===== config.mk =====
export PLATFORM = sky130hd
export DESIGN_NAME = flash_read_responder_flat
export DESIGN_NICKNAME = d
export VERILOG_FILES = /design/src/rtl/flash_rd_pkg.sv /design/src/rtl/flash_read_responder_if.sv /design/src/rtl/flash_hit_buffer.sv /design/src/rtl/flash_read_responder.sv /design/src/flat_wrapper.sv
export SDC_FILE = /design/constraint.sdc
export NUM_CORES = 1
export LEC_CHECK = 0
export BUFFER_PORTS_ARGS = -buffer_cell sky130_fd_sc_hd__buf_2
export CORE_MARGIN = 4
export CORE_UTILIZATION = 55
export DETAILED_ROUTE_END_ITERATION = 12
export PLACE_DENSITY = 0.83
export SYNTH_ARGS = -nofsm -noshare
export SYNTH_HDL_FRONTEND = slang
export SYNTH_HIERARCHICAL = 1
export SYNTH_SLANG_ARGS = --single-unit

===== constraint.sdc =====
create_clock -name clk50M -period 2.4 [get_ports clk50M]
set_input_delay 0.24 -clock clk50M [delete_from_list [all_inputs] [get_ports clk50M]]
set_output_delay 0.24 -clock clk50M [all_outputs]
set_load 0.02 [all_outputs]

===== src/rtl/flash_rd_pkg.sv =====
`default_nettype none
// ============================================================================
// Module      : flash_rd_pkg
// Description : Shared types and constants for the flash read responder.
// Revision    : 1.0 - initial release
// ============================================================================
package flash_rd_pkg;

  // Responder FSM states
  typedef enum logic [2:0] {
    IDLE      = 3'd0,
    ISSUE     = 3'd1,
    WAIT_DATA = 3'd2,
    RESPOND   = 3'd3,
    RELEASE   = 3'd4
  } rd_state_t;

  // Single-word Avalon reads always fetch all four bytes
  localparam logic [3:0] FLASH_BE_ALL    = 4'b1111;
  localparam logic [5:0] FLASH_BURST_ONE = 6'd1;

endpackage
`default_nettype wire


===== src/rtl/flash_read_responder_if.sv =====
`default_nettype none
// ============================================================================
// Module      : flash_read_responder_if
// Description : Requester handshake plus Avalon-MM flash read port.
//               "slave" is the responder's view, "master" the environment's.
// Revision    : 1.0 - initial release
// ============================================================================
interface flash_read_responder_if #(
  parameter int ADDR_W = 23
);
  // requester side
  logic              req;
  logic [23:0]       word_addr;
  logic              done_signal;
  logic [31:0]       rd_data;
  logic              rd_error;
  // Avalon-MM side
  logic              flash_mem_read;
  logic [ADDR_W-1:0] flash_mem_address;
  logic [3:0]        flash_mem_byteenable;
  logic [5:0]        flash_mem_burstcount;
  logic              flash_mem_waitrequest;
  logic              flash_mem_readdatavalid;
  logic [31:0]       flash_mem_readdata;

  modport slave (
    input  req, word_addr,
    output done_signal, rd_data, rd_error,
    output flash_mem_read, flash_mem_address, flash_mem_byteenable, flash_mem_burstcount,
    input  flash_mem_waitrequest, flash_mem_readdatavalid, flash_mem_readdata
  );

  modport master (
    output req, word_addr,
    input  done_signal, rd_data, rd_error,
    input  flash_mem_read, flash_mem_address, flash_mem_byteenable, flash_mem_burstcount,
    output flash_mem_waitrequest, flash_mem_readdatavalid, flash_mem_readdata
  );
endinterface
`default_nettype wire


===== src/rtl/flash_hit_buffer.sv =====
`default_nettype none
// ============================================================================
// Module      : flash_hit_buffer
// Description : One-word cache of the last successfully read flash word.
// Revision    : 1.0 - initial release
// ============================================================================
module flash_hit_buffer #(
  parameter int ADDR_W = 23
) (
  input  logic              clk50M,
  input  logic              reset,
  input  logic              i_load,
  input  logic              i_invalidate,
  input  logic [ADDR_W-1:0] i_load_addr,
  input  logic [31:0]       i_load_data,
  input  logic [ADDR_W-1:0] i_cmp_addr,
  output logic              o_hit,
  output logic [31:0]       o_hit_data
);
  logic              r_hit_valid;
  logic [ADDR_W-1:0] r_hit_addr;
  logic [31:0]       r_hit_data;

  // Capture fresh flash data; a load wins over an invalidate in the same cycle
  always_ff @(posedge clk50M) begin
    if (reset) begin
      r_hit_valid <= 1'b0;
      r_hit_addr  <= '0;
      r_hit_data  <= '0;
    end else if (i_load) begin
      r_hit_valid <= 1'b1;
      r_hit_addr  <= i_load_addr;
      r_hit_data  <= i_load_data;
    end else if (i_invalidate) begin
      r_hit_valid <= 1'b0;
    end
  end

  // Compare only the ADDR_W-bit flash address
  always_comb begin
    o_hit      = r_hit_valid && (i_cmp_addr == r_hit_addr);
    o_hit_data = r_hit_data;
  end
endmodule
`default_nettype wire


===== src/rtl/flash_read_responder.sv =====
`default_nettype none
// ============================================================================
// Module      : flash_read_responder
// Description : Serves level-held word read requests from a one-word hit
//               buffer or by single-word Avalon-MM flash reads, with a read
//               timeout that answers with an error instead of hanging.
// Revision    : 1.0 - initial release
// ============================================================================
module flash_read_responder
  import flash_rd_pkg::*;
#(
  parameter int ADDR_W         = 23,
  parameter int TIMEOUT_CYCLES = 1023,
  parameter int TO_W           = 10
) (
  input  logic                  clk50M,
  input  logic                  reset,
  flash_read_responder_if.slave bus
);
  localparam logic [TO_W-1:0] c_to_limit = TO_W'(TIMEOUT_CYCLES);

  rd_state_t         r_state;
  rd_state_t         w_next_state;
  logic [ADDR_W-1:0] r_addr_q;
  logic              r_lookup;    // request address captured, hit check pending
  logic              r_stale;     // a timed-out read may still return data
  logic              r_err_pend;
  logic [TO_W-1:0]   r_to_cnt;
  logic [31:0]       r_rd_data;
  logic              w_to_expired;
  logic              w_hit;
  logic [31:0]       w_hit_data;
  logic              w_load;
  logic              w_invalidate;

  // Upper requester address bits are deliberately not used
  wire w_unused_addr = &{1'b0, bus.word_addr};

  assign w_to_expired = (r_to_cnt == c_to_limit);
  assign w_load       = (r_state == WAIT_DATA) && bus.flash_mem_readdatavalid;
  assign w_invalidate = (r_state == WAIT_DATA) && !bus.flash_mem_readdatavalid && w_to_expired;

  flash_hit_buffer #(
    .ADDR_W (ADDR_W)
  ) u_hit_buf (
    .clk50M       (clk50M),
    .reset        (reset),
    .i_load       (w_load),
    .i_invalidate (w_invalidate),
    .i_load_addr  (r_addr_q),
    .i_load_data  (bus.flash_mem_readdata),
    .i_cmp_addr   (r_addr_q),
    .o_hit        (w_hit),
    .o_hit_data   (w_hit_data)
  );

  // State register
  always_ff @(posedge clk50M) begin
    if (reset) r_state <= IDLE;
    else       r_state <= w_next_state;
  end

  // Next-state logic; a stale read blocks new issues until it drains or ages out
  always_comb begin
    w_next_state = r_state;
    case (r_state)
      IDLE: begin
        if (r_lookup) begin
          if (w_hit)                          w_next_state = RESPOND;
          else if (!r_stale || w_to_expired)  w_next_state = ISSUE;
        end
      end
      ISSUE:     if (!bus.flash_mem_waitrequest) w_next_state = WAIT_DATA;
      WAIT_DATA: if (bus.flash_mem_readdatavalid || w_to_expired) w_next_state = RESPOND;
      RESPOND:   w_next_state = RELEASE;
      RELEASE:   if (!bus.req) w_next_state = IDLE;
      default:   w_next_state = IDLE;
    endcase
  end

  // Address capture, response data, timeout counter and stale tracking
  always_ff @(posedge clk50M) begin
    if (reset) begin
      r_addr_q   <= '0;
      r_lookup   <= 1'b0;
      r_stale    <= 1'b0;
      r_err_pend <= 1'b0;
      r_to_cnt   <= '0;
      r_rd_data  <= '0;
    end else begin
      case (r_state)
        IDLE: begin
          if (bus.req && !r_lookup) begin
            r_addr_q <= bus.word_addr[ADDR_W-1:0];
            r_lookup <= 1'b1;
          end
          if (r_lookup && w_next_state != IDLE) r_lookup <= 1'b0;
          if (r_lookup && w_hit) r_rd_data <= w_hit_data;
        end
        ISSUE: begin
          if (!bus.flash_mem_waitrequest) r_to_cnt <= '0;
        end
        WAIT_DATA: begin
          if (bus.flash_mem_readdatavalid) begin
            r_rd_data <= bus.flash_mem_readdata;
          end else if (w_to_expired) begin
            r_rd_data  <= '0;
            r_err_pend <= 1'b1;
            r_stale    <= 1'b1;
            r_to_cnt   <= '0;
          end else begin
            r_to_cnt <= r_to_cnt + 1'b1;
          end
        end
        RESPOND: r_err_pend <= 1'b0;
        default: ;
      endcase

      // Late data after a timeout is dropped; give up on it after another timeout period
      if (r_stale && r_state != ISSUE && r_state != WAIT_DATA) begin
        if (bus.flash_mem_readdatavalid || (r_state == IDLE && r_lookup && w_to_expired))
          r_stale <= 1'b0;
        if (!w_to_expired)
          r_to_cnt <= r_to_cnt + 1'b1;
      end
    end
  end

  // Outputs decoded from state
  always_comb begin
    bus.done_signal          = (r_state == RESPOND);
    bus.rd_error             = (r_state == RESPOND) && r_err_pend;
    bus.rd_data              = r_rd_data;
    bus.flash_mem_read       = (r_state == ISSUE);
    bus.flash_mem_address    = r_addr_q;
    bus.flash_mem_byteenable = FLASH_BE_ALL;
    bus.flash_mem_burstcount = FLASH_BURST_ONE;
  end
endmodule
`default_nettype wire


===== src/flat_wrapper.sv =====
// flat-port wrapper written by rule: the top's interface ports become plain ports
module flash_read_responder_flat import flash_rd_pkg::*;
#(
  parameter int ADDR_W         = 23,
  parameter int TIMEOUT_CYCLES = 1023,
  parameter int TO_W           = 10
)
  (clk50M, reset, bus_req, bus_word_addr, bus_done_signal, bus_rd_data, bus_rd_error, bus_flash_mem_read, bus_flash_mem_address, bus_flash_mem_byteenable, bus_flash_mem_burstcount, bus_flash_mem_waitrequest, bus_flash_mem_readdatavalid, bus_flash_mem_readdata);
  flash_read_responder_if #(.ADDR_W(ADDR_W)) bus_i ();
  input  logic clk50M;
  input  logic reset;
  input wire logic [$bits(bus_i.req)-1:0] bus_req;
  input wire logic [$bits(bus_i.word_addr)-1:0] bus_word_addr;
  output wire logic [$bits(bus_i.done_signal)-1:0] bus_done_signal;
  output wire logic [$bits(bus_i.rd_data)-1:0] bus_rd_data;
  output wire logic [$bits(bus_i.rd_error)-1:0] bus_rd_error;
  output wire logic [$bits(bus_i.flash_mem_read)-1:0] bus_flash_mem_read;
  output wire logic [$bits(bus_i.flash_mem_address)-1:0] bus_flash_mem_address;
  output wire logic [$bits(bus_i.flash_mem_byteenable)-1:0] bus_flash_mem_byteenable;
  output wire logic [$bits(bus_i.flash_mem_burstcount)-1:0] bus_flash_mem_burstcount;
  input wire logic [$bits(bus_i.flash_mem_waitrequest)-1:0] bus_flash_mem_waitrequest;
  input wire logic [$bits(bus_i.flash_mem_readdatavalid)-1:0] bus_flash_mem_readdatavalid;
  input wire logic [$bits(bus_i.flash_mem_readdata)-1:0] bus_flash_mem_readdata;
  assign bus_i.req = bus_req;
  assign bus_i.word_addr = bus_word_addr;
  assign bus_done_signal = bus_i.done_signal;
  assign bus_rd_data = bus_i.rd_data;
  assign bus_rd_error = bus_i.rd_error;
  assign bus_flash_mem_read = bus_i.flash_mem_read;
  assign bus_flash_mem_address = bus_i.flash_mem_address;
  assign bus_flash_mem_byteenable = bus_i.flash_mem_byteenable;
  assign bus_flash_mem_burstcount = bus_i.flash_mem_burstcount;
  assign bus_i.flash_mem_waitrequest = bus_flash_mem_waitrequest;
  assign bus_i.flash_mem_readdatavalid = bus_flash_mem_readdatavalid;
  assign bus_i.flash_mem_readdata = bus_flash_mem_readdata;
  flash_read_responder #(.ADDR_W(ADDR_W), .TIMEOUT_CYCLES(TIMEOUT_CYCLES), .TO_W(TO_W)) u_core (.clk50M(clk50M), .reset(reset), .bus(bus_i));
endmodule

# Word level (Yosys, flattened, before mapping)
# Cells that the tools add are included.
[totals]
output_inout_bits = 68
reg_bits = 127
wordCells = 80
inputBits = 61
[classes]
n_eq_ne = 12
n_reduce_logical = 28
addsub = 1
muxes = 29
[op_table]
columns = ["op", "n"]
rows = [
  ["$mux W32", 3],
  ["$pmux W32 S2", 1],
  ["$mux W10", 5],
  ["$eq A23 B23 Y1", 1],
  ["$pmux W10 S2", 1],
  ["$mux W3", 6],
  ["$pmux W3 S5", 1],
  ["$logic_and A1 B1 Y1", 12],
  ["$mux W1", 11],
  ["$add A10 B1 Y10 const B", 1],
  ["$eq A10 B10 Y1 const B", 1],
  ["$reduce_bool A2 Y1", 4],
  ["$eq A3 B2 Y1 const B", 2],
  ["$ne A3 B2 Y1 const B", 2],
  ["$reduce_and A3 Y1", 2],
  ["$ne A2 B1 Y1 const B", 2],
  ["$reduce_and A2 Y1", 2],
  ["$eq A3 B1 Y1 const B", 1],
  ["$eq A3 B3 Y1 const B", 1],
  ["$logic_not A1 Y1", 3],
  ["$logic_not A3 Y1", 1],
  ["$logic_or A1 B1 Y1", 3],
  ["$ne A3 B1 Y1 const B", 1],
  ["$reduce_bool A3 Y1", 1],
  ["2 further kinds", 2],
]

# Logic depth before layout (Yosys ltp)
[depth]
depth_word = 10
ltp_mapped = 9
depth_no_buf = 8

# Modules after synthesis
# Netlist, hierarchy kept.
[by_module_without_submodules]
columns = ["mod", "seq_area_each_um2", "n_inst", "cells_each", "area_each_um2"]
rows = [
  ["flash_read_responder", 1421.4, 1, 421, 3741.1],
  ["flash_hit_buffer", 1121.1, 1, 212, 2228.4],
]

# Worst setup path after synthesis
# No wires, ideal clock.
[synth_path]
path_type = "reg2reg"
start = "register u_core.r_addr_q[18], in the netlist u_core/bus.flash_mem_address[18]"
end = "register u_core.r_rd_data[10], in the netlist u_core/bus.rd_data[10]"
path_buffers = 2
path_stages_with_launch = 10
synth_period_minus_slack_ns = 1.902
t_arrival_ns = 1.756
t_required_ns = 2.254
setup_ns = 0.146
setup_slack_ns = 0.498
path_cell_list = "dfxtp_1 xor2_1 nor4_1 nand4_1 nor3_2 and2_1 buf_4 a21o_1 buf_2 a211oi_2"
[synth_via]
elab_chain_cells = 5
[synth_rtl]
columns = ["element", "line_no", "text"]
rows = [
  ["from (decl)", "flash_read_responder.sv:24", "logic [ADDR_W-1:0] r_addr_q;"],
  ["from (signal assigned)", "flash_read_responder.sv:94", "r_addr_q <= bus.word_addr[ADDR_W-1:0];"],
  ["$eq A23 B23 Y1", "flash_hit_buffer.sv:41", "o_hit = r_hit_valid && (i_cmp_addr == r_hit_addr);"],
  ["$logic_and A1 B1 Y1", "flash_hit_buffer.sv:41", ""],
  ["named net u_core.w_hit", "flash_read_responder.sv:31", "logic w_hit;"],
  ["$logic_and A1 B1 Y1", "flash_read_responder.sv:98", "if (r_lookup && w_hit) r_rd_data <= w_hit_data;"],
  ["$ne A2 B1 Y1 (no source line)", "n/a", ""],
  ["$reduce_and A3 Y1 (no source line)", "n/a", ""],
  ["to (signal assigned)", "flash_read_responder.sv:98", ""],
  ["to (signal assigned)", "flash_read_responder.sv:105", "r_rd_data <= bus.flash_mem_readdata;"],
  ["to (decl)", "flash_read_responder.sv:29", "logic [31:0] r_rd_data;"],
]
# The timed path passes the listed nets, and every way through them passes these cells.
# A chain may end at the register's enable or synchronous reset.

# Final worst setup path
[layout_path]
start = "register u_core.r_addr_q[15], in the netlist u_core/bus.flash_mem_address[15]"
end = "register u_core.r_rd_data[6], in the netlist u_core/bus.rd_data[6]"
# Same word-level chain as after synthesis.

==> metrics.txt <==
outcome finished, final reports clean; pre-CTS WS 0.308 ns; post-synthesis instance total 633; DIE AREA 0.0126 mm²; Slew Limit Fails 0; Hold Path Depth 3; worst r2r src u_core/bus.flash_mem_address[15]; total power 5.14 mW; remaining global-route overflow 0; worst min path class in2reg; clock sink count 127; most used cell, CP a211oi_1; buffers plus inverters on the worst setup path 1; Levels on crit path 8; Worst-Skew Late Latency 0.51 ns; Finished Core Util 0.728; critical path's top delay family simple AND/OR/NAND/NOR gates; period utilization 0.909; slowest stage delay, CP 0.34 ns; mapped cell area 0.00597 mm²; distinct cell type count after synthesis 57; Endpoint, Worst Hold u_core/u_hit_buf/o_hit_data[20]; synthesis warning total 6; Setup Crit Path Kind reg2reg; # IOs 129; RD Place Congestion 0.842; TNS Setup 0 ns; R2R Setup Slk 0.22 ns; Worst slew margin 0.620; GR Util All Layers 0.239; Fmax 458 MHz; EDFF count, synth 0; Root Driver clkbuf_8; total core area 0.0105 mm²; placed cell count 844; Critical Path RT 2.79 ns; Max Cap Violations 0; Tmin final 2.18 ns; final setup vio count 0; FF+latch count, synth 127; vias in the first global route 5377; DRC violation count after routing 0; Longest Clk Path Bufs 2; Post-Route Skew 0.0118 ns; TritonCTS clock tree yes; FP Rows 37; chip width 112 µm; Final nets 841; drt total wl 15300 µm; setup ws final 0.218 ns; Die Y 112 µm; HP Start bus_flash_mem_readdata[20]; share of layout cells above drive strength 1 0.240; TritonCTS buffer count 17; Starting Density 0.571; startpoint types register; Detail Placement HPWL 9260 µm; asr flop ratio synth 0; reg2reg path depth 8; Diodes inserted 0; antenna-violating nets left 0; Worst-Margin Slew 0.569 ns; worst vdd ir 353 µV; routed len/inst 16.5 µm; largest net degree at the start of global routing 114; Leakage Power 3.00 nW; ys flop type dfxtp_1; crit end category register; initial antenna violation count 0; Via Count 5322; CP cell instances xor2_1 > nor4_2 > nand4_1 > nor3_2 > and2_1 > buf_12 > a211oi_1 > a211oi_1; Final Non-Filler Cells 927; Buffers on Ports 117; Fin. Hold Viols 0; Power Dens Cells 674 mW/mm²; DR iter-0 viols 420; First-pass DRT Iterations 5; detail-routed via count per cell 5.74; H-tree Lvls 4; RSZ-0062 raised after global routing false; crit path max fanout 32; clock slew at reported path FFs 0.06 ns; post-CTS setup buffer count 0; Seq/Total Area, Yosys 0.426; Layout area overhead 27.7%; first-pass GRT wire length 25000 µm; Reg2Reg Capture Point u_core/bus.rd_data[6]; Slowest-stage cell, CP dfxtp_1; Avg Cell Area, Syn 9.43 µm²; WP data arrival 2.57 ns
[worst register-to-register path: cells and delay by family, from the launching register on]
kind / cells / cell delay (ns)
AO/OA/AOI/OAI: 2 / 0.42
XOR/XNOR: 1 / 0.17
buffers and inverters: 1 / 0.22
AND/OR/NAND/NOR: 4 / 0.91
flip-flops: 1 / 0.34
[area by class of cell]
class	count	area, µm²
clock inverters	11	118
fillers	746	2840
well taps	136	170
flip-flops and latches	127	2540
clock buffers	20	435
repair buffers	182	1290
inverters	4	15.0
multi-input cells	447	3050
[flip-flops by register name (all words and copies together) (netlist names)]
signal,count
u_core/r_state,3
u_core/r_stale,1
u_core/u_hit_buf/r_hit_addr,23
u_core/bus.flash_mem_address,23
u_core/r_lookup,1
u_core/r_to_cnt,10
u_core/r_err_pend,1
u_core/u_hit_buf/o_hit_data,32
u_core/u_hit_buf/r_hit_valid,1
u_core/bus.rd_data,32
[where the power goes]
group          total (mW)  internal, mW  leakage (nW)  switching (mW)
clock                2.37          1.49         0.259           0.883
sequential           2.22          2.16          1.03          0.0564
combinational       0.550         0.232          1.71           0.319
total                5.14          3.88          3.00            1.26
[layout by cell type (no fill, tap or decap), drive strengths merged, types with 6 or more instances in the layout]
cell / synthesis / final
a211oi: 68 / 68
a21oi: 30 / 30
a31oi: 34 / 34
buf: 50 / 130
clkbuf: 13 / 20
conb: 2 / 10
dfxtp: 127 / 127
dlygate4sd3: 0 / 52
mux2i: 55 / 55
nand2: 51 / 51
nand4: 8 / 8
nor2: 64 / 64
nor2b: 32 / 32
nor3: 7 / 7
nor4: 6 / 6
o21ai: 7 / 7
xnor2: 9 / 9
xor2: 17 / 17
[through the flow]
stage                     hold WS [ns]  area [µm²]
after global routing            0.0203        7620
after detailed placement         0.478        6540
final                           0.0355        7620
after floorplan                  0.376        6000
after CTS                      0.00176        7610
after global placement           0.464        6540
[cells in the mapped netlist, types with 9 or more instances]
library cell,count,share of area
xnor2_1,9,0.013
nor2_1,64,0.040
a211oi_1,47,0.059
nor2b_1,32,0.034
buf_4,21,0.026
clkbuf_1,13,0.0082
dfxtp_1,127,0.43
nand2_1,51,0.032
a31oi_1,34,0.036
buf_6,9,0.017
a21oi_1,30,0.025
xor2_1,17,0.025
buf_2,17,0.014
mux2i_1,55,0.092
a211oi_2,21,0.044
[cells by family (layout without fill, tap and decap cells)]
| logic type | Yosys count | in the layout | share of synthesized area |
|---|---|---|---|
| xor gates and xnor gates | 26 | 26 | 0.0381 |
| other | 2 | 10 | 0.00126 |
| adders and majority gates | 1 | 1 | 0.00210 |
| buffers and inverters | 67 | 217 | 0.0702 |
| AOI/OAI and AO/OA | 160 | 160 | 0.202 |
| muxes | 55 | 55 | 0.0922 |
| and+or+nand+nor | 195 | 195 | 0.168 |
| DFF | 127 | 127 | 0.426 |
[repair_timing]
| action | in CTS | in global routing |
|---|---|---|
| setup endpoints to repair | 0 | 1 |
| hold buffers | 52 | 0 |
| gates resized for setup | 0 | 1 |
| endpoints found under the hold margin | 52 | 0 |
[per-layer routing]
| layer | wire length, µm | part of all wire | global-route usage |
|---|---|---|---|
| met1 | 6400 | 0.42 | 0.282 |
| met2 | 7680 | 0.50 | 0.410 |
| met3 | 984 | 0.064 | 0.0663 |
| met4 | 229 | 0.015 | 0.0978 |
| met5 | 0 | 0 | 0 |
[how the worst max path moves through the flow]
| stage | slack, ns | endpoint | start |
|---|---|---|---|
| after detailed placement | 0.31 | u_core/bus.rd_data[7] | u_core/bus.flash_mem_address[15] |
| after floorplan | 0.50 | u_core/bus.rd_data[10] | u_core/bus.flash_mem_address[18] |
| after global placement | 0.37 | u_core/bus.rd_data[24] | u_core/bus.flash_mem_address[0] |
| after global routing | 0.04 | u_core/bus.rd_data[4] | u_core/bus.flash_mem_address[9] |
| final | 0.22 | u_core/bus.rd_data[6] | u_core/bus.flash_mem_address[15] |
| after CTS | 0.24 | u_core/bus.rd_data[7] | u_core/bus.flash_mem_address[15] |
(Power assumes the default switching activity.)
